[config.mk]
export PLATFORM = sky130hd
export DESIGN_NAME = change_dispenser_flat
export DESIGN_NICKNAME = d
export VERILOG_FILES = /design/src/rtl/vend_pkg.sv /design/src/rtl/change_dispenser_if.sv /design/src/rtl/coin_selector.sv /design/src/rtl/change_dispenser.sv /design/src/flat_wrapper.sv
export SDC_FILE = /design/constraint.sdc
export NUM_CORES = 1
export LEC_CHECK = 0
export ABC_AREA = 1
export BUFFER_PORTS_ARGS = -buffer_cell sky130_fd_sc_hd__buf_2
export CAP_MARGIN = 20
export CELL_PAD_IN_SITES_DETAIL_PLACEMENT = 0
export CELL_PAD_IN_SITES_GLOBAL_PLACEMENT = 1
export CORE_AREA = 2 2 98 109
export CTS_BUF_LIST = sky130_fd_sc_hd__clkbuf_16
export DETAILED_ROUTE_END_ITERATION = 7
export DIE_AREA = 0 0 100 111
export GPL_TIMING_DRIVEN = 0
export PLACE_DENSITY = 0.86
export SETUP_SLACK_MARGIN = 0.1
export SLEW_MARGIN = 30
export SYNTH_ARGS = -nofsm -noshare
export SYNTH_HDL_FRONTEND = slang
export SYNTH_SLANG_ARGS = --single-unit
export TNS_END_PERCENT = 100
[constraint.sdc]
create_clock -name clock -period 4.85 [get_ports clock]
set_clock_uncertainty 0.2 [all_clocks]
set_input_delay 0.485 -clock clock [delete_from_list [all_inputs] [get_ports clock]]
set_output_delay 0.485 -clock clock [all_outputs]
set_load 0.005 [all_outputs]
[src/rtl/vend_pkg.sv]
// Shared vending definitions: coin encodings, dispenser FSM states and
// denomination values common to the change dispenser and credit/display logic.
package vend_pkg;

    localparam int unsigned AMT_W = 32;
    localparam int unsigned INV_W = 8;

    localparam int unsigned NICKEL_CENTS  = 5;
    localparam int unsigned DIME_CENTS    = 10;
    localparam int unsigned QUARTER_CENTS = 25;

    typedef enum logic [1:0] {
        COIN_NONE    = 2'b00,
        COIN_NICKEL  = 2'b01,
        COIN_DIME    = 2'b10,
        COIN_QUARTER = 2'b11
    } coin_sel_t;

    typedef enum logic [1:0] {
        ST_IDLE     = 2'd0,
        ST_SELECT   = 2'd1,
        ST_DISPENSE = 2'd2,
        ST_FINISH   = 2'd3
    } disp_state_t;

endpackage

[src/rtl/change_dispenser_if.sv]
// Request / coin-mechanism handshake bundle of the change dispenser.
// slave = dispenser side, master = host and coin mechanism side.
interface change_dispenser_if;

    logic                       start;
    logic [vend_pkg::AMT_W-1:0] amount;
    logic                       busy;
    logic                       coin_valid;
    logic [1:0]                 coin_sel;
    logic                       coin_ack;
    logic                       done;
    logic [vend_pkg::AMT_W-1:0] remainder;
    logic                       restock;
    logic                       short;

    modport slave (
        input  start, amount, coin_ack, restock,
        output busy, coin_valid, coin_sel, done, remainder, short
    );

    modport master (
        output start, amount, coin_ack, restock,
        input  busy, coin_valid, coin_sel, done, remainder, short
    );

endinterface

[src/rtl/coin_selector.sv]
// Greedy coin choice: largest denomination that fits in work and is not empty.
module coin_selector
    import vend_pkg::*;
#(
    parameter int unsigned NICKEL  = NICKEL_CENTS,
    parameter int unsigned DIME    = DIME_CENTS,
    parameter int unsigned QUARTER = QUARTER_CENTS
) (
    input  logic [AMT_W-1:0] work,
    input  logic [2:0]       empty,    // {quarter, dime, nickel}
    output coin_sel_t        sel_c,
    output logic [AMT_W-1:0] value_c
);

    always_comb begin
        sel_c   = COIN_NONE;
        value_c = '0;
        if (work >= AMT_W'(QUARTER) && !empty[2]) begin
            sel_c   = COIN_QUARTER;
            value_c = AMT_W'(QUARTER);
        end else if (work >= AMT_W'(DIME) && !empty[1]) begin
            sel_c   = COIN_DIME;
            value_c = AMT_W'(DIME);
        end else if (work >= AMT_W'(NICKEL) && !empty[0]) begin
            sel_c   = COIN_NICKEL;
            value_c = AMT_W'(NICKEL);
        end
    end

endmodule

[src/rtl/change_dispenser.sv]
// Change dispenser: pays out an amount as quarters/dimes/nickels over a coin
// valid/ack handshake. Define COIN_INVENTORY_EN for finite per-coin inventory.
module change_dispenser
    import vend_pkg::*;
#(
    parameter int unsigned NICKEL     = NICKEL_CENTS,
    parameter int unsigned DIME       = DIME_CENTS,
    parameter int unsigned QUARTER    = QUARTER_CENTS,
    parameter int unsigned MAX_AMOUNT = 9999
`ifdef COIN_INVENTORY_EN
    ,
    parameter int unsigned INV_INIT   = 20
`endif
) (
    input  logic               clock,
    input  logic               reset,
    change_dispenser_if.slave  bus
);

    disp_state_t      state, state_nx;
    logic [AMT_W-1:0] work, work_nx;
    logic [AMT_W-1:0] amount_clamped_c;
    logic [2:0]       inv_empty;
    coin_sel_t        pick_sel_c;
    logic [AMT_W-1:0] pick_value_c;

    logic             busy_q, busy_nx;
    logic             valid_q, valid_nx;
    coin_sel_t        sel_q, sel_nx;
    logic             done_q, done_nx;
    logic [AMT_W-1:0] rem_q, rem_nx;

    function automatic logic [AMT_W-1:0] coin_value(input coin_sel_t s);
        case (s)
            COIN_QUARTER: coin_value = AMT_W'(QUARTER);
            COIN_DIME:    coin_value = AMT_W'(DIME);
            COIN_NICKEL:  coin_value = AMT_W'(NICKEL);
            default:      coin_value = '0;
        endcase
    endfunction

    assign amount_clamped_c = (bus.amount > AMT_W'(MAX_AMOUNT)) ? AMT_W'(MAX_AMOUNT) : bus.amount;

    coin_selector #(
        .NICKEL  (NICKEL),
        .DIME    (DIME),
        .QUARTER (QUARTER)
    ) u_coin_selector (
        .work    (work),
        .empty   (inv_empty),
        .sel_c   (pick_sel_c),
        .value_c (pick_value_c)
    );

    always_ff @(posedge clock or negedge reset) begin
        if (!reset) begin
            state   <= ST_IDLE;
            work    <= '0;
            busy_q  <= 1'b0;
            valid_q <= 1'b0;
            sel_q   <= COIN_NONE;
            done_q  <= 1'b0;
            rem_q   <= '0;
        end else begin
            state   <= state_nx;
            work    <= work_nx;
            busy_q  <= busy_nx;
            valid_q <= valid_nx;
            sel_q   <= sel_nx;
            done_q  <= done_nx;
            rem_q   <= rem_nx;
        end
    end

    // Next state plus next values of the registered outputs.
    always_comb begin
        state_nx = state;
        work_nx  = work;
        case (state)
            ST_IDLE: begin
                if (bus.start) begin
                    work_nx  = amount_clamped_c;
                    state_nx = ST_SELECT;
                end
            end
            ST_SELECT: begin
                state_nx = (pick_sel_c != COIN_NONE) ? ST_DISPENSE : ST_FINISH;
            end
            ST_DISPENSE: begin
                // sel_q was chosen with work >= its value, so no underflow
                if (bus.coin_ack) begin
                    work_nx  = work - coin_value(sel_q);
                    state_nx = ST_SELECT;
                end
            end
            ST_FINISH: begin
                state_nx = ST_IDLE;
            end
            default: begin
                state_nx = ST_IDLE;
            end
        endcase

        busy_nx  = (state_nx != ST_IDLE);
        valid_nx = (state_nx == ST_DISPENSE);
        sel_nx   = COIN_NONE;
        if (state_nx == ST_DISPENSE) begin
            sel_nx = (state == ST_SELECT) ? pick_sel_c : sel_q;
        end
        done_nx  = (state_nx == ST_FINISH);
        rem_nx   = done_nx ? work : rem_q;
    end

    assign bus.busy       = busy_q;
    assign bus.coin_valid = valid_q;
    assign bus.coin_sel   = sel_q;
    assign bus.done       = done_q;
    assign bus.remainder  = rem_q;

`ifdef COIN_INVENTORY_EN
    logic [INV_W-1:0] nickel_cnt, dime_cnt, quarter_cnt;
    logic             short_q;
    logic             short_nx_c;

    assign inv_empty  = {quarter_cnt == '0, dime_cnt == '0, nickel_cnt == '0};
    assign short_nx_c = (state_nx == ST_FINISH) && (work >= AMT_W'(NICKEL));

    // Restock wins over a decrement landing in the same cycle.
    always_ff @(posedge clock or negedge reset) begin
        if (!reset) begin
            nickel_cnt  <= INV_W'(INV_INIT);
            dime_cnt    <= INV_W'(INV_INIT);
            quarter_cnt <= INV_W'(INV_INIT);
            short_q     <= 1'b0;
        end else begin
            short_q <= short_nx_c;
            if (bus.restock) begin
                nickel_cnt  <= INV_W'(INV_INIT);
                dime_cnt    <= INV_W'(INV_INIT);
                quarter_cnt <= INV_W'(INV_INIT);
            end else if (state == ST_DISPENSE && bus.coin_ack) begin
                case (sel_q)
                    COIN_NICKEL:  nickel_cnt  <= nickel_cnt  - INV_W'(1);
                    COIN_DIME:    dime_cnt    <= dime_cnt    - INV_W'(1);
                    COIN_QUARTER: quarter_cnt <= quarter_cnt - INV_W'(1);
                    default:      ;
                endcase
            end
        end
    end

    assign bus.short = short_q;
`else
    assign inv_empty = 3'b000;
    assign bus.short = 1'b0;
`endif

endmodule

[src/flat_wrapper.sv]
// flat-port wrapper written by rule: the top's interface ports become plain ports
module change_dispenser_flat import vend_pkg::*;
#(
    parameter int unsigned NICKEL     = NICKEL_CENTS,
    parameter int unsigned DIME       = DIME_CENTS,
    parameter int unsigned QUARTER    = QUARTER_CENTS,
    parameter int unsigned MAX_AMOUNT = 9999

)
  (clock, reset, bus_start, bus_amount, bus_coin_ack, bus_restock, bus_busy, bus_coin_valid, bus_coin_sel, bus_done, bus_remainder, bus_short);
  change_dispenser_if bus_i ();
  input  logic clock;
  input  logic reset;
  input wire logic [$bits(bus_i.start)-1:0] bus_start;
  input wire logic [$bits(bus_i.amount)-1:0] bus_amount;
  input wire logic [$bits(bus_i.coin_ack)-1:0] bus_coin_ack;
  input wire logic [$bits(bus_i.restock)-1:0] bus_restock;
  output wire logic [$bits(bus_i.busy)-1:0] bus_busy;
  output wire logic [$bits(bus_i.coin_valid)-1:0] bus_coin_valid;
  output wire logic [$bits(bus_i.coin_sel)-1:0] bus_coin_sel;
  output wire logic [$bits(bus_i.done)-1:0] bus_done;
  output wire logic [$bits(bus_i.remainder)-1:0] bus_remainder;
  output wire logic [$bits(bus_i.short)-1:0] bus_short;
  assign bus_i.start = bus_start;
  assign bus_i.amount = bus_amount;
  assign bus_i.coin_ack = bus_coin_ack;
  assign bus_i.restock = bus_restock;
  assign bus_busy = bus_i.busy;
  assign bus_coin_valid = bus_i.coin_valid;
  assign bus_coin_sel = bus_i.coin_sel;
  assign bus_done = bus_i.done;
  assign bus_remainder = bus_i.remainder;
  assign bus_short = bus_i.short;
  change_dispenser #(.NICKEL(NICKEL), .DIME(DIME), .QUARTER(QUARTER), .MAX_AMOUNT(MAX_AMOUNT)) u_core (.clock(clock), .reset(reset), .bus(bus_i));
endmodule
==> Implementation_results.wiki, run 1 <==
{| class="wikitable"
! Metric !! Value
|-
| Clock Root Buffer || sky130_fd_sc_hd__clkbuf_16
|-
| Worst path buffer plus inverter count || 2
|-
| Routed via count || 3992
|-
| Launch instance of the worst register-to-register path || u_core.bus.coin_sel[0]
|-
| Run status || complete, no violations
|-
| Die boundary height || 111 um
|-
| Achievable frequency || 393 MHz
|-
| Post-synth top area share || 42.4%
|-
| Routed vias/inst || 4.93
|-
| Top-count cell post-synth || sky130_fd_sc_hd__nand2_1
|-
| Mean post-synth cell area || 7.02 um2
|-
| Crit path max-delay family || simple AND/OR/NAND/NOR gates
|-
| Total Power Consumption || 2.62 mW
|-
| Final Max Slew Viols || 0
|-
| Total of endpoints with negative setup slack in the final report || 0
|-
| Cell area after synthesis || 4190 um2
|-
| Arrival time worst endpoint || 2.54 ns
|-
| Depth of the most critical reg-to-reg path || 13
|-
| Initial Utilization || 41.3%
|-
| Antenna diode instance count || 0
|-
| Drt pass-1 iters || 5
|-
| I/O pin cnt || 75
|-
| Core region area || 10100 um2
|-
| Floorplan die width || 100 um
|-
| Worst Setup Path Type || reg -> reg
|-
| Vias in the first global route || 3886
|-
| Hold path startpoint || bus_amount[2]
|-
| Category of the worst setup path capture point || flip-flop
|-
| Final GP Congestion || 0.910
|-
| Aggregate global-route resource usage || 21.0%
|-
| Net count of the finished layout || 725
|-
| Tmin final || 2.54 ns
|-
| Worst hold path cell count || 3
|-
| Antenna violations before repair || 0
|-
| Destination of the worst hold path || u_core.work[2]
|-
| Total congestion overflow || 0
|-
| Synth area leader || sky130_fd_sc_hd__dfrtp_1
|-
| Share of synthesized flip-flops with an asynchronous set or reset || 100%
|-
| Source-to-sink clock delay at the later pin of the worst-skew pair || 0.34 ns
|-
| Buffers inserted during post-CTS setup optimization || 0
|-
| Required time reported for the critical path endpoint || 4.85 ns
|-
| Global-route wire length before repair || 18500 um
|-
| Fraction of layout instances using a drive strength above 1 || 23.3%
|-
| CP Cell Sequence || clkbuf_1, ha_1, fa_1, inv_1, nand3_1, nand2_1, nand2_1, nand2_1, nor2_1, nand2_1, nand2_1, nand3_1, o21ai_0
|-
| Hold-fix buffers at CTS || 1
|-
| Detailed Place HPWL || 8210 um
|-
| Proportion of synthesized chip area in sequential cells || 42.4%
|-
| Total clock sinks || 71
|-
| WL per Instance || 13.6 um
|-
| Critical path's most frequent cell || sky130_fd_sc_hd__nand2_1
|-
| Sum Neg Setup Slack || 0 ns
|-
| End of the worst register-to-register path || u_core.work[24]
|-
| Largest net degree at the start of global routing || 46
|-
| Pwr dens || 515 nW/um2
|-
| Max FO, Critical Path || 7
|-
| Instance area after placement || 4730 um2
|-
| Count of flip-flops with a built-in enable after synthesis || 0
|-
| Final std cell area, no fill || 5090 um2
|-
| H-tree depth || 3
|-
| Number of failing hold endpoints at the final stage || 0
|-
| Buffers added on ports || 72
|-
| Number of fillers in the final layout || 1043
|-
| Slowest Stage Delay on Critical Path || 0.45 ns
|-
| DIE AREA || 11100 um2
|-
| CP Launch Type || flip-flop
|-
| IR drop worst, VDD || 255 uV
|-
| Register Area || 1780 um2
|-
| Initial DRC Count || 216
|-
| List of most frequent post-synthesis cells || 175 x sky130_fd_sc_hd__nand2_1, 79 x sky130_fd_sc_hd__nor2_1, 71 x sky130_fd_sc_hd__dfrtp_1
|-
| Max-cap violation count || 0
|-
| Tightest Hold Check Type || in -> reg
|-
| Leading cell types by total area after synthesis || sky130_fd_sc_hd__dfrtp_1 42%, sky130_fd_sc_hd__nand2_1 16%, sky130_fd_sc_hd__nor2_1 7.1%, sky130_fd_sc_hd__inv_1 6.2%, sky130_fd_sc_hd__nand3_1 4.9%
|-
| Worst slew margin || 54.9%
|-
| Antenna-violating nets left || 0
|-
| Clock slew at the register clock pins of the worst setup and hold paths || 0.06 ns
|-
| Setup repair after global routing missed its margin || no
|-
| Net count of the mapped netlist || 640
|-
| Crit share post-route || 52.4%
|-
| Wirelength, routed || 11000 um
|-
| R2r setup slk || 2.31 ns
|-
| Combined area of the multi-input logic cells || 1970 um2
|-
| Number of buffers between clock root and the deepest sink || 2
|-
| Mapped Cells || 597
|-
| Share of the core filled with cells || 50.1%
|-
| Distinct cells, synth || 33
|-
| Leak pwr || 2.99 nW
|-
| Number of instances resized during post-cts repair || 0
|-
| Seq cells post-synth || 71
|-
| CTS tree || yes
|-
| Syn. warnings || 0
|-
| Top flip-flop cell by instance count after synthesis || sky130_fd_sc_hd__dfrtp_1
|-
| Growth of design area from synthesis to finish || 21.5%
|-
| DR DRC count || 0
|-
| TritonCTS Buffers || 9
|-
| Row count || 39
|-
| Transition time at the pin with the least slew margin || 0.676 ns
|-
| Highest-delay cell along the critical path || sky130_fd_sc_hd__dfrtp_1
|}
## worst max-delay path by stage
stage | start | cells after the start | slack (ns) | endpoint
finish | u_core.bus.coin_sel[0] | 13 | 2.31 | u_core.work[24]
global route | u_core.bus.coin_sel[0] | 13 | 2.12 | u_core.work[24]
CTS | u_core.bus.coin_sel[0] | 13 | 2.35 | u_core.work[24]
detailed placement | u_core.bus.coin_sel[0] | 13 | 2.39 | u_core.work[24]
global placement | u_core.bus.coin_sel[0] | 13 | 2.43 | u_core.work[24]
floorplan | u_core.bus.coin_sel[0] | 13 | 2.71 | u_core.work[24]
## area by class of cell
type | count | area share (%)
well taps | 123 | 3.02
flip-flops and latches | 71 | 34.9
plain buffers | 15 | 1.77
multi-input cells | 416 | 38.6
clock buffers | 9 | 4.43
inverters | 95 | 7.01
repair buffers | 74 | 7.87
clock inverters | 7 | 2.36
## kinds of logic after synthesis
logic type / Yosys count / share of synthesized area, %
flops: 71 / 42.4
buf+inv: 110 / 10.7
other cells: 1 / 0.0895
xor+xnor: 4 / 0.836
simple gates: 359 / 38.2
fa+ha+maj: 6 / 1.97
compound gates: 46 / 5.82
## layer usage
metal | global-route usage (%) | routed length [um] | vias up | part of all wire [%]
li1 | - | - | 2023 | -
met1 | 27.7 | 5040 | 1818 | 46
met2 | 34.3 | 5120 | 129 | 47
met3 | 2.71 | 549 | 22 | 5.0
met4 | 9.68 | 265 | 0 | 2.4
met5 | 0 | 0 | - | 0
## report_power, final
part | switching [mW] | internal (mW) | leakage [nW]
Combinational | 0.760 | 0.334 | 1.86
Sequential | 0.0899 | 0.671 | 0.957
Clock | 0.260 | 0.504 | 0.168
Total | 1.11 | 1.51 | 2.99
## registers in the layout (all words and copies together), names as in the netlist
| signal | count |
|---|---|
| u_core.work | 32 |
| u_core.state | 2 |
| u_core.bus.done | 1 |
| u_core.bus.busy | 1 |
| u_core.bus.remainder | 32 |
| u_core.bus.coin_sel | 2 |
| u_core.bus.coin_valid | 1 |
## through the flow
step                hold slack [ns]  cells  setup slack [ns]
global placement              0.243    792              2.43
CTS                           0.167    810              2.35
global route                  0.184    810              2.12
detailed placement            0.234    793              2.39
floorplan                   -0.0106    597              2.71
finish                        0.170    810              2.31
## worst min-delay path, cell delays in order
cell and delay (ns):
sky130_fd_sc_hd__buf_2 0.08, sky130_fd_sc_hd__o21ai_1 0.06, sky130_fd_sc_hd__nand2_1 0.05
## cells in the final DEF (no fill, tap or decap), drive strengths merged
cell         netlist  layout
a21oi             11      11
a22oi              1       1
and2               1       1
buf               12      85
bufinv             0       3
clkbuf             3      12
clkinv             0       3
conb               1       1
dfrtp             71      71
dlygate4sd3        0       1
fa                 1       1
ha                 5       5
inv               95      96
nand2            199     199
nand3             43      43
nand3b             3       3
nand4             20      20
nor2              87      87
nor3               2       2
o211ai             1       1
o21ai             29      29
o21bai             3       3
o22ai              1       1
or2                4       4
xnor2              2       2
xor2               2       2
(Power assumes the default switching activity.)
==> inputs of run 2 (changes only) <==
--- a/config.mk
+++ b/config.mk
@@ -10,12 +10,12 @@
 export CAP_MARGIN = 20
 export CELL_PAD_IN_SITES_DETAIL_PLACEMENT = 0
 export CELL_PAD_IN_SITES_GLOBAL_PLACEMENT = 1
-export CORE_AREA = 2 2 98 109
+export CORE_AREA = 2 2 106 119
 export CTS_BUF_LIST = sky130_fd_sc_hd__clkbuf_16
 export DETAILED_ROUTE_END_ITERATION = 7
-export DIE_AREA = 0 0 100 111
+export DIE_AREA = 0 0 108 121
 export GPL_TIMING_DRIVEN = 0
-export PLACE_DENSITY = 0.86
+export PLACE_DENSITY = 0.78
 export SETUP_SLACK_MARGIN = 0.1
 export SLEW_MARGIN = 30
 export SYNTH_ARGS = -nofsm -noshare
==> constraint.sdc (replaced) <==
create_clock -name clock -period 2.3 [get_ports clock]
set_clock_uncertainty 0.2 [all_clocks]
set_input_delay 0.23 -clock clock [delete_from_list [all_inputs] [get_ports clock]]
set_output_delay 0.23 -clock clock [all_outputs]
set_load 0.005 [all_outputs]
==> run 2 against run 1 <==
Compared with the run above: first-iteration DRC count up 25%; largest cell class unchanged; sequential share of layout area down 1.5 points; cell area up 4.7%; core utilization down 5.1 points.
==> Implementation_results.wiki, run 2 (synthesized netlist as in run 1, its figures left out) <==
{| class="wikitable"
! Metric !! Value
|-
| Routed vias/inst || 4.79 (-2.9%)
|-
| Fraction of layout instances using a drive strength above 1 || 27.8% (+4.5 points)
|-
| CTS tree || yes
|-
| Total Power Consumption || 5.73 mW (+120%)
|-
| Floorplan die width || 108 um (+8.0%)
|-
| I/O pin cnt || 75 (unchanged)
|-
| R2r setup slk || 0.12 ns (-2.19 ns)
|-
| Global-route wire length before repair || 18600 um (+0.78%)
|-
| Setup slack of the critical path after layout || 0.115 ns (-2.19 ns)
|-
| Critical path origin || u_core.bus.coin_sel[0]
|-
| Antenna violations before repair || 0 (unchanged)
|-
| Initial Utilization || 35.4% (-5.8 points)
|-
| Buffers added on ports || 72 (unchanged)
|-
| WL per Instance || 13.3 um (-1.9%)
|-
| Number of failing hold endpoints at the final stage || 0 (unchanged)
|-
| Antenna diode instance count || 0 (unchanged)
|-
| H-tree depth || 3 (unchanged)
|-
| Hold path startpoint || bus_amount[4]
|-
| Tightest Hold Check Type || in -> reg
|-
| End of the worst register-to-register path || u_core.work[28]
|-
| Achievable frequency || 458 MHz (+16%)
|-
| Drt pass-1 iters || 6 (+1)
|-
| Antenna-violating nets left || 0 (unchanged)
|-
| Worst path buffer plus inverter count || 2 (unchanged)
|-
| Worst slew margin || 57.5% (+2.5 points)
|-
| Instance area after placement || 4770 um2 (+0.82%)
|-
| Row count || 42 (+7.7%)
|-
| Final GP Congestion || 0.864 (-5.1%)
|-
| Worst Setup Path Type || reg -> reg
|-
| Total congestion overflow || 0 (unchanged)
|-
| Tightest hold margin || 0.0346 ns (-0.136 ns)
|-
| Core region area || 11800 um2 (+16%)
|-
| Launch instance of the worst register-to-register path || u_core.bus.coin_sel[0]
|-
| TritonCTS Buffers || 9 (unchanged)
|-
| Commonest cells after routing, fill and taps aside || 169 x sky130_fd_sc_hd__nand2_1, 74 x sky130_fd_sc_hd__buf_2, 72 x sky130_fd_sc_hd__nor2_1
|-
| Arrival time worst endpoint || 2.21 ns (-0.33 ns)
|-
| Clock Root Buffer || sky130_fd_sc_hd__clkbuf_16
|-
| Worst hold path cell count || 3 (unchanged)
|-
| Leak pwr || 3.01 nW (+0.88%)
|-
| Category of the worst setup path capture point || flip-flop
|-
| Vias in the first global route || 3904 (+0.46%)
|-
| Max-cap violation count || 0 (unchanged)
|-
| Setup repair after global routing missed its margin || yes
|-
| Most frequent standard cell in the layout excluding fill and tap cells || sky130_fd_sc_hd__nand2_1
|-
| Aggregate global-route resource usage || 18.3% (-2.8 points)
|-
| Wirelength, routed || 11300 um (+3.2%)
|-
| Crit path max-delay family || simple AND/OR/NAND/NOR gates
|-
| Share of the core filled with cells || 45.1% (-5.1 points)
|-
| Final Max Slew Viols || 0 (unchanged)
|-
| IR drop worst, VDD || 471 uV (+85%)
|-
| Initial DRC Count || 271 (+25%)
|-
| DIE AREA || 13100 um2 (+18%)
|-
| Depth of the most critical reg-to-reg path || 13 (unchanged)
|-
| Tmin final || 2.18 ns (-0.359 ns)
|-
| Final std cell area, no fill || 5330 um2 (+4.7%)
|-
| Run status || complete, no violations
|-
| Transition time at the pin with the least slew margin || 0.638 ns (-0.0379 ns)
|-
| Destination of the worst hold path || u_core.work[4]
|-
| CP Launch Type || flip-flop
|-
| DR DRC count || 0 (unchanged)
|-
| Required time reported for the critical path endpoint || 2.32 ns (-2.53 ns)
|-
| Highest-delay cell along the critical path || sky130_fd_sc_hd__dfrtp_2
|-
| Die boundary height || 121 um (+9.0%)
|-
| Critical path's most frequent cell || sky130_fd_sc_hd__nand2_1
|-
| Number of buffers between clock root and the deepest sink || 2 (unchanged)
|-
| Worst setup slack after placement || -0.158 ns (-2.55 ns)
|-
| Net count of the finished layout || 736 (+1.5%)
|-
| Routed via count || 4077 (+2.1%)
|-
| Largest net degree at the start of global routing || 50 (+8.7%)
|-
| Total of endpoints with negative setup slack in the final report || 0 (unchanged)
|-
| Max FO, Critical Path || 7 (unchanged)
|-
| Clock slew at the register clock pins of the worst setup and hold paths || 0.06 ns (about the same)
|-
| Pwr dens || 1080 nW/um2 (+110%)
|-
| Source-to-sink clock delay at the later pin of the worst-skew pair || 0.34 ns (about the same)
|-
| Slowest Stage Delay on Critical Path || 0.46 ns (about the same)
|-
| Crit share post-route || 95.0% (+43 points)
|-
| CP Cell Sequence || clkbuf_1, ha_2, fa_2, inv_2, nand3_2, nand2_4, nand2_8, nand3_2, nor2_1, nand2_1, nand2_1, nand3_1, nand2_1
|-
| Detailed Place HPWL || 8410 um (+2.4%)
|-
| Growth of design area from synthesis to finish || 27.2%
|-
| Total clock sinks || 71 (unchanged)
|}
## run 2: cell types whose count changed in the layout (fill, tap and decap cells not counted), moves of 5 or more
cell                            change
sky130_fd_sc_hd__o21ai_0            -8
sky130_fd_sc_hd__dlygate4sd3_1      +6
sky130_fd_sc_hd__o21ai_1            +8
sky130_fd_sc_hd__buf_4              +5
sky130_fd_sc_hd__nor2_1             -7
sky130_fd_sc_hd__nand2_1            -6
sky130_fd_sc_hd__nand3_1            -7
## run 2: final cells by class
| type | count | area (um2) |
|---|---|---|
| buffer | 15 | 90.1 |
| clock buffer | 9 | 225 |
| clock inverter | 7 | 48.8 |
| fill | 1238 | 6500 |
| inverter | 95 | 357 |
| multi-input combinational | 416 | 2140 |
| sequential | 71 | 1780 |
| tap | 154 | 193 |
| timing repair buffer | 85 | 498 |
## run 2: repair_timing
action	in CTS	in global routing
gates cloned	0	0
buffers inserted	0	5
pin swaps	1	8
resized for setup	22	29
setup endpoints to repair	28	28
endpoints found under the hold margin	77	0
hold buffers	7	0
## run 2: worst max path at each step
stage                 endpoint  slack (ns)  depth (start not counted)
2_1_floorplan  u_core.work[24]        0.16                         13
3_3_place_gp   u_core.work[24]       -0.11                         13
3_5_place_dp   u_core.work[24]       -0.16                         13
4_1_cts        u_core.work[24]        0.06                         13
5_1_grt        u_core.work[24]       0.001                         13
6_report       u_core.work[28]        0.12                         13
## run 2: where the power goes
part           switching [mW]  internal (mW)  total, mW
clock                   0.557          0.731       1.29
combinational            1.87          0.950       2.82
sequential              0.204           1.42       1.62
total                    2.64           3.10       5.73
## run 2: routing by layer
layer	GRT usage, %	vias to the layer above	part of all wire [%]
met1	23.8	1853	44
met4	7.21	0	2.5
li1	-	2045	-
met2	30.7	153	47
met3	2.36	26	6.2
met5	0	-	0
## run 2: worst reg2reg max path: stages (launching register included)
cell and delay, ns:
sky130_fd_sc_hd__dfrtp_2 0.46, sky130_fd_sc_hd__clkbuf_1 0.12, sky130_fd_sc_hd__ha_2 0.19, sky130_fd_sc_hd__fa_2 0.39, sky130_fd_sc_hd__inv_2 0.07, sky130_fd_sc_hd__nand3_2 0.07
sky130_fd_sc_hd__nand2_4 0.11, sky130_fd_sc_hd__nand2_8 0.08, sky130_fd_sc_hd__nand3_2 0.09, sky130_fd_sc_hd__nor2_1 0.05, sky130_fd_sc_hd__nand2_1 0.06, sky130_fd_sc_hd__nand2_1 0.05
sky130_fd_sc_hd__nand3_1 0.07, sky130_fd_sc_hd__nand2_1 0.06
## run 2: per-stage QoR
step / TNS [ns] / std cells
after floorplan: 0 / 597
after global placement: -0.779 / 823
after detailed placement: -1.24 / 824
after CTS: 0 / 847
after global routing: 0 / 852
final: 0 / 852
